## config.mk

```make
export PLATFORM = sky130hd
export DESIGN_NAME = foreign_fetch_linequeue
export DESIGN_NICKNAME = d
export VERILOG_FILES = /design/src/rtl/foreign_fetch_linequeue.sv
export SDC_FILE = /design/constraint.sdc
export NUM_CORES = 2
export LEC_CHECK = 0
export BUFFER_PORTS_ARGS = -buffer_cell sky130_fd_sc_hd__buf_2
export CAP_MARGIN = 15
export CORE_ASPECT_RATIO = 1.2
export CORE_MARGIN = 4
export CORE_UTILIZATION = 50
export CTS_BUF_LIST = sky130_fd_sc_hd__clkbuf_2
export CTS_CLUSTER_SIZE = 40
export DETAILED_ROUTE_END_ITERATION = 16
export HOLD_SLACK_MARGIN = 0.03
export PLACE_DENSITY = 0.7
export SETUP_SLACK_MARGIN = 0.5
export SLEW_MARGIN = 20
export SYNTH_ARGS = -nofsm -noshare
export SYNTH_HDL_FRONTEND = slang
export SYNTH_SLANG_ARGS = --single-unit
```

## constraint.sdc

```tcl
create_clock -name clk -period 33.3 [get_ports clk]
set_input_delay 3.33 -clock clk [delete_from_list [all_inputs] [get_ports clk]]
set_output_delay 3.33 -clock clk [all_outputs]
set_load 0.005 [all_outputs]
```

## src/rtl/foreign_fetch_linequeue.sv

```systemverilog
// Sequential-address line queue feeding the x86 length-decode stage.
// Optional same-cycle empty-queue bypass is enabled by defining FOREIGN_FQ_BYPASS_EN.
module foreign_fetch_linequeue #(
   parameter int unsigned DEPTH  = 4,
   parameter int unsigned ADDR_W = 48
) (
   input  logic                       clk,
   input  logic                       rst,
   input  logic [511:0]               line_in,
   input  logic                       line_in_en,
   input  logic [ADDR_W-1:0]          line_in_addr,
   input  logic                       line_in_fault,
   output logic                       line_in_rdy,
   input  logic                       follow_req,
   input  logic                       flush,
   input  logic [ADDR_W-1:0]          flush_addr,
   output logic [511:0]               data_out,
   output logic                       data_out_en,
   output logic [ADDR_W-1:0]          data_out_addr,
   output logic                       data_out_error,
   output logic                       seq_err,
   output logic                       ovf_err,
   output logic [$clog2(DEPTH+1)-1:0] fq_count
);

   localparam int unsigned PTR_W = $clog2(DEPTH);
   localparam int unsigned CNT_W = $clog2(DEPTH + 1);
   localparam int unsigned LA_W  = ADDR_W - 6;

   typedef enum logic [1:0] {StIdle, StRun, StHalt} state_e;

   state_e            state;
   logic [PTR_W-1:0]  head;
   logic [PTR_W-1:0]  tail;
   logic [CNT_W-1:0]  count;
   logic [LA_W-1:0]   expected_line;

   logic [511:0]      mem_line [DEPTH];
   logic [LA_W-1:0]   mem_addr [DEPTH];
   logic [DEPTH-1:0]  mem_fault;

   logic              in_seq;
   logic              push_try;
   logic              push_ok;
   logic              pop;
   logic              bypass;
   logic              enq;

   assign line_in_rdy = (state != StIdle) && (count < CNT_W'(DEPTH));
   assign fq_count    = count;

   assign in_seq   = (line_in_addr[ADDR_W-1:6] == expected_line);
   assign push_try = line_in_en && line_in_rdy && !flush;
   assign push_ok  = push_try && in_seq;
   assign pop      = follow_req && (count != '0) && (state == StRun) && !flush;

`ifdef FOREIGN_FQ_BYPASS_EN
   // Empty queue with a waiting request: hand the line straight to the decoder.
   assign bypass = push_ok && follow_req && (count == '0) && (state == StRun);
`else
   assign bypass = 1'b0;
`endif

   assign enq = push_ok && !bypass;

   // Storage carries no reset; entries are only read after being written.
   always_ff @(posedge clk) begin
      if (enq) begin
         mem_line[tail]  <= line_in;
         mem_addr[tail]  <= line_in_addr[ADDR_W-1:6];
         mem_fault[tail] <= line_in_fault;
      end
   end

   always_ff @(posedge clk or posedge rst) begin
      if (rst) begin
         state          <= StIdle;
         head           <= '0;
         tail           <= '0;
         count          <= '0;
         expected_line  <= '0;
         data_out       <= '0;
         data_out_addr  <= '0;
         data_out_en    <= 1'b0;
         data_out_error <= 1'b0;
         seq_err        <= 1'b0;
         ovf_err        <= 1'b0;
      end else begin
         data_out_en <= 1'b0;
         seq_err     <= 1'b0;
         if (line_in_en && !line_in_rdy && (state != StIdle)) begin
            ovf_err <= 1'b1;
         end
         if (flush) begin
            state         <= StRun;
            expected_line <= flush_addr[ADDR_W-1:6];
            count         <= '0;
            head          <= '0;
            tail          <= '0;
         end else begin
            if (push_try && !in_seq) begin
               seq_err <= 1'b1;
            end
            if (push_ok) begin
               expected_line <= expected_line + 1'b1;
            end
            if (enq) begin
               tail <= tail + 1'b1;
            end
            if (pop) begin
               data_out       <= mem_line[head];
               data_out_addr  <= {mem_addr[head], 6'b0};
               data_out_error <= mem_fault[head];
               data_out_en    <= 1'b1;
               head           <= head + 1'b1;
               if (mem_fault[head]) begin
                  state <= StHalt;
               end
            end
            if (bypass) begin
               data_out       <= line_in;
               data_out_addr  <= {line_in_addr[ADDR_W-1:6], 6'b0};
               data_out_error <= line_in_fault;
               data_out_en    <= 1'b1;
               if (line_in_fault) begin
                  state <= StHalt;
               end
            end
            if (enq && !pop) begin
               count <= count + 1'b1;
            end else if (pop && !enq) begin
               count <= count - 1'b1;
            end
         end
      end
   end

endmodule

```

Yosys cells after proc, flatten, opt, wreduce, memory -nomap -nowiden

Memory sizes are Yosys's and may differ from the RTL's. A register that Yosys moved wholly into a read port is not among the register bits.
Cells that the tools add are included.

Logic and storage cells: 73
Memories kept: 2
Input port bits: 614
Memory bits (writable): 2,216
ROM bits: 0
Bits in latches: 0
Register bits: 59
Output and inout port bits: 568

Memory list:

| memory   | words | width | read ports | clocked after Yosys merged registers in | wr ports | RTL line | source |
|---|---|---|---|---|---|---|---|
| mem_line | 4     | 512   | 1          | 1                                       | 1        | 38       | `logic [511:0] mem_line [DEPTH];` |
| mem_addr | 4     | 42    | 1          | 1                                       | 1        | 39       | `logic [LA_W-1:0] mem_addr [DEPTH];` |

Equality and inequality tests: 2
Order comparisons: 4
Divide/modulo/power cells: 0
Mux-type cells: 23
Add/sub/neg operators: 5
Reductions and logical operators: 26
Multiply operators: 0
Bitwise logic cells: 1
Shift operators: 0

Operators with widths:

| kind                    | number |
|---|---|
| $mux W42                | 2 |
| $add A42 B1 Y42 const B | 1 |
| $eq A42 B42 Y1          | 1 |
| $mux W2                 | 7 |
| $logic_and A1 B1 Y1     | 13 |
| $mux W3                 | 3 |
| $mux W1                 | 8 |
| $reduce_bool A2 Y1      | 4 |
| $lt A2 B3 Y1 const B    | 2 |
| $reduce_bool A3 Y1      | 2 |
| $logic_not A1 Y1        | 5 |
| $add A2 B1 Y2 const B   | 2 |
| $bwmux W4               | 1 |
| $reduce_and A2 Y1       | 2 |
| $add A3 B1 Y3 const B   | 1 |
| $lt A3 B3 Y1 const B    | 1 |
| $sub A3 B1 Y3 const B   | 1 |
| $bmux W1 S2             | 1 |
| $demux W1 S2            | 1 |
| $eq A2 B1 Y1 const B    | 1 |
| $ge A2 B1 Y1 const B    | 1 |
| $not A1 Y1              | 1 |

Depth between registers and ports, before layout

Depth after elaboration: 10
Gate-level depth with buffers: 12
Mapped depth without buffers: 9

Least setup slack after synthesis

Ideal clock, no wire load.

Kind: in2reg
Start point: input port flush
End point: memory mem_addr[0][0] in the netlist's numbering (enable)
Slack: 4.181 ns
Cell stages on the path: 7
Library setup time: 1.490 ns
Required time: 31.810 ns
Data arrival time: 27.629 ns
Buffers on the path: 3
Path through: clkbuf_1 -> or3_1 -> nor3_1 -> nand4_2 -> buf_4 -> clkbuf_1 -> nor2_1

Word-level cells in the longest chain between the ends: 5

RTL lines:

| element                       | RTL line | source |
|---|---|---|
| start: declaration            | 15       | `input logic flush,` |
| $logic_not A1 Y1              | 53       | `assign push_try = line_in_en && line_in_rdy && !flush;` |
| $logic_and A1 B1 Y1           | 53       |  |
| $logic_and A1 B1 Y1           | 54       | `assign push_ok = push_try && in_seq;` |
| $mux W1                       | 68       | `if (enq) begin` |
| $mux W1 (not written as such) | 70       | `mem_addr[tail] <= line_in_addr[ADDR_W-1:6];` |
| end: declaration              | 39       |  |

No other way between the ends.

Worst setup path after layout

Start point: input port line_in_addr[18]
End point: memory mem_line[1][243] (enable)

Word-level cells in the longest chain between the ends: 4

RTL lines:

| element                       | RTL line | source |
|---|---|---|
| start: declaration            | 11       | `input logic [ADDR_W-1:0] line_in_addr,` |
| $eq A42 B42 Y1                | 52       | `assign in_seq = (line_in_addr[ADDR_W-1:6] == expected_line);` |
| $logic_and A1 B1 Y1           | 54       |  |
| $mux W1                       | 68       |  |
| $mux W1 (not written as such) | 69       | `mem_line[tail] <= line_in;` |
| end: declaration              | 38       |  |

No other way between the ends.

==> impl_metrics.csv <==
group,metric,value,unit
global_route,grt_pass1_vias,56000,
timing,relSlewSlack,0.218,
routing,drtIter0Drc,4030,
worst_setup_path,cp-start-kind,"input pin",
min_path,hp-class,"flop to flop",
min_path,hold_depth,1,
clocking,cts_root_buf,"clkbuf_2",
worst_setup_path,r2r_end,"mem_line[1][243]$_DFFE_PP_",
logic_synthesis,synthTopCellsByArea,"edfxtp_1, dfrtp_1, mux4_2",
floorplan,design.die.area,215000,um2
final_layout,nets,6846,
floorplan,die_y,508,um
logic_synthesis,ys_top_cells_by_count,"edfxtp_1, dfrtp_1, mux2_2",
logic_synthesis,syn_avg_cell_area,23.0,um2
final_layout,drive_gt1_frac,0.509,
worst_setup_path,path_cells,"buf_2 -> xnor2_1 -> nand4_1 -> nor4_4 -> nand4_2 -> buf_4 -> nor2_4 -> buf_4 -> buf_4 -> buf_4 -> buf_4 -> buf_4",
floorplan,die_width,424,um
routing,viasPerCell,5.50,
logic_synthesis,synth.distinct_cells,53,
floorplan,start_util,0.502,
routing,antenna_left,0,
worst_setup_path,timing.rr.start,"expected_line[12]$_DFFE_PP0P_",
timing,hold_viol_final,0,
clocking,cts.hold.buffers_added,0,
min_path,min_from,"data_out[401]$_DFFE_PP0P_",
logic_synthesis,synth_edf_count,2220,
routing,wirelength,253000,um
timing,finalSetupTns,0,ns
worst_setup_path,cp_max_fo,65,
global_route,overflow,0,
timing,fmax,125,MHz
timing,period_minus_slack,7.99,ns
min_path,holdPathEnd,"data_out[401]$_DFFE_PP0P_",
timing,rsz0062_at_grt,"no",
logic_synthesis,synthArstFlopShare,0.215,
timing,drv_slew,0,
global_route,grt_max_degree,144,
worst_setup_path,end_kind,"flop",
clocking,cts.htree.levels,6,
floorplan,ios,1182,
placement,portBuffers,1163,
global_route,antenna_found_initial,182,
logic_synthesis,synth_top_area_cell,"edfxtp_1",
timing,timing.final.crit_share,0.240,
global_route,grt_pass1_wl,370000,um
logic_synthesis,synth_ff_type,"edfxtp_1",
final_layout,syn_to_final_growth,15.2,%
logic_synthesis,synth.top_cell.area_share,0.641,
power_and_ir_drop,power_leakage,43.2,nW
logic_synthesis,yosys_register_bits,2829,
placement,post-dp-hpwl,161000,um
worst_setup_path,crit_path_top_delay_cell,"buf_4",
routing,drt_pass1_iterations,7,
routing,route.detailed.wl_per_inst,26.3,um
worst_setup_path,ff2ff_setup_slack,26.55,ns
timing,finalSetupViolCount,0,
floorplan,core_region_area,207000,um2
logic_synthesis,synth.yosys.seq_area_share,0.787,
power_and_ir_drop,vdd_drop_max,0.0528,mV
logic_synthesis,syn_inst,4530,
routing,vias,53000,
placement,gp_congestion,0.837,
placement,dp_cells,8326,
floorplan,rows,183,
worst_setup_path,r2r_cells,11,
global_route,grt_usage,0.234,
routing,drcViolationCount,0,
clocking,cts-resized-gates,0,
final_layout,nFillCells,15700,
timing,worstMarginPinSlew,1.17,ns
logic_synthesis,yosysMostFrequentCell,"edfxtp_1",
clocking,cts_buffer_depth,4,
power_and_ir_drop,pwr_density_cell,71.1,nW/um2
worst_setup_path,crit_top_cell,"buf_4",
worst_setup_path,critPathKind,"input pin to flop",
clocking,cts_buffers,673,
worst_setup_path,crit_arrival,9.38,ns
clocking,cts_tree,"done",
job,cap_violations,0,
run_status,outcome,"finished clean",
clocking,clk_pin_slew,0.10,ns
logic_synthesis,ys.warnings.count,0,
clocking,clkSinkCount,2829,
final_layout,fin_cells,9633,
worst_setup_path,critPathRequiredTime,34.69,ns
logic_synthesis,netlist_area,104000,um2
timing,clock_skew,0.256,ns
worst_setup_path,max_stage_delay,0.91,ns
clocking,post-cts-setup-buffer-count,0,
clocking,clk_latency,1.96,ns
## logic make-up (layout without fill, tap and decap cells)
kind of cell / after synthesis / after routing / share of synthesized area
adder cells (fa/ha/maj): 6 / 6 / 0.000794
flip-flops: 2829 / 2829 / 0.787
multiplexers: 1136 / 1136 / 0.183
AO/OA/AOI/OAI: 78 / 78 / 0.00527
XOR/XNOR: 45 / 45 / 0.00386
buffers and inverters: 238 / 2482 / 0.00950
other: 1 / 85 / 0.0000361
AND/OR/NAND/NOR: 197 / 197 / 0.0102
## how the worst max path moves through the flow
stage                           startpoint                         end  slack (ns)  depth (start not counted)
after floorplan                      flush    mem_addr[0][0]$_DFFE_PP_        4.18                          7
after global placement    line_in_addr[18]  mem_line[1][245]$_DFFE_PP_       23.39                         12
after detailed placement  line_in_addr[18]  mem_line[1][243]$_DFFE_PP_       23.48                         12
after CTS                 line_in_addr[18]  mem_line[1][243]$_DFFE_PP_       25.69                         12
after global routing      line_in_addr[18]  mem_line[1][413]$_DFFE_PP_       25.27                         12
final                     line_in_addr[18]  mem_line[1][243]$_DFFE_PP_       25.31                         12
## cell usage in the layout, fill, tap and decap left out, types with 6 or more instances in the layout
cell | netlist | final
buf_12 | 0 | 16
and2_1 | 11 | 11
clkinv_2 | 0 | 8
nor4_1 | 6 | 6
o31ai_1 | 17 | 17
nand2_1 | 51 | 51
edfxtp_1 | 2220 | 2220
nand4_1 | 21 | 21
dfrtp_1 | 609 | 607
buf_2 | 36 | 1163
nor2_1 | 38 | 34
or4_1 | 9 | 9
a31oi_1 | 13 | 13
inv_1 | 23 | 22
inv_2 | 0 | 7
conb_1 | 1 | 6
mux4_2 | 555 | 555
diode_2 | 0 | 79
nor3_1 | 6 | 6
o21ai_0 | 14 | 14
clkbuf_2 | 1 | 1038
bufinv_16 | 0 | 17
and3_1 | 8 | 8
mux2i_1 | 18 | 18
mux2_2 | 563 | 563
nand3_1 | 22 | 22
a21o_1 | 9 | 9
clkinv_1 | 0 | 147
or3_1 | 9 | 9
buf_4 | 9 | 52
xnor2_1 | 43 | 43
## stage by stage
step                setup slack, ns  hold WS [ns]  power [mW]  utilization  area (um2)
floorplan                      4.18         0.468        5.45            -      104000
global placement              23.39         0.462        6.29        0.547      113000
detailed placement            23.48         0.490        6.34        0.547      113000
CTS                           25.69         0.507        8.64        0.578      120000
global route                  25.27         0.489        8.97        0.578      120000
finish                        25.31         0.506        8.52        0.579      120000
## worst max-delay path, delay by kind of cell
kind,cells,cell delay (ns)
AND/OR/NAND/NOR,4,1.09
buffers and inverters,7,4.33
XOR/XNOR,1,0.33
## flip-flops by register name, indices dropped and copies added, names as in the netlist
| signal | count |
|---|---|
| mem_fault | 4 |
| data_out_error | 1 |
| expected_line | 42 |
| data_out_addr | 42 |
| state | 2 |
| mem_addr | 168 |
| fq_count | 3 |
| seq_err | 1 |
| tail | 2 |
| ovf_err | 1 |
| mem_line | 2048 |
| data_out | 512 |
| data_out_en | 1 |
| head | 2 |
## report_power, final
| group | internal (mW) | leakage (nW) | switching, mW | total, mW |
|---|---|---|---|---|
| logic | 0.954 | 11.0 | 0.897 | 1.85 |
| clock network | 0.959 | 4.88 | 1.33 | 2.29 |
| registers | 4.16 | 27.3 | 0.220 | 4.38 |
| total | 6.07 | 43.2 | 2.45 | 8.52 |
## metal layers
metal | routed length, um | track usage
met3 | 28500 | 0.106
met5 | 816 | 0
met2 | 123000 | 0.365
met4 | 10100 | 0.104
met1 | 91500 | 0.281
## cell type report
cell class / count / area (um2) / share of cell area
flip-flops and latches: 2829 / 81900 / 0.684
multi-input cells: 1468 / 21200 / 0.177
repair buffers: 1231 / 6530 / 0.0545
clock buffers: 1038 / 5190 / 0.0434
well taps: 2775 / 3470 / 0.0290
clock inverters: 190 / 1220 / 0.0102
diodes: 79 / 198 / 0.00165
inverters: 23 / 93.8 / 0.000783
No activity file was read; power rests on OpenSTA's default activity.
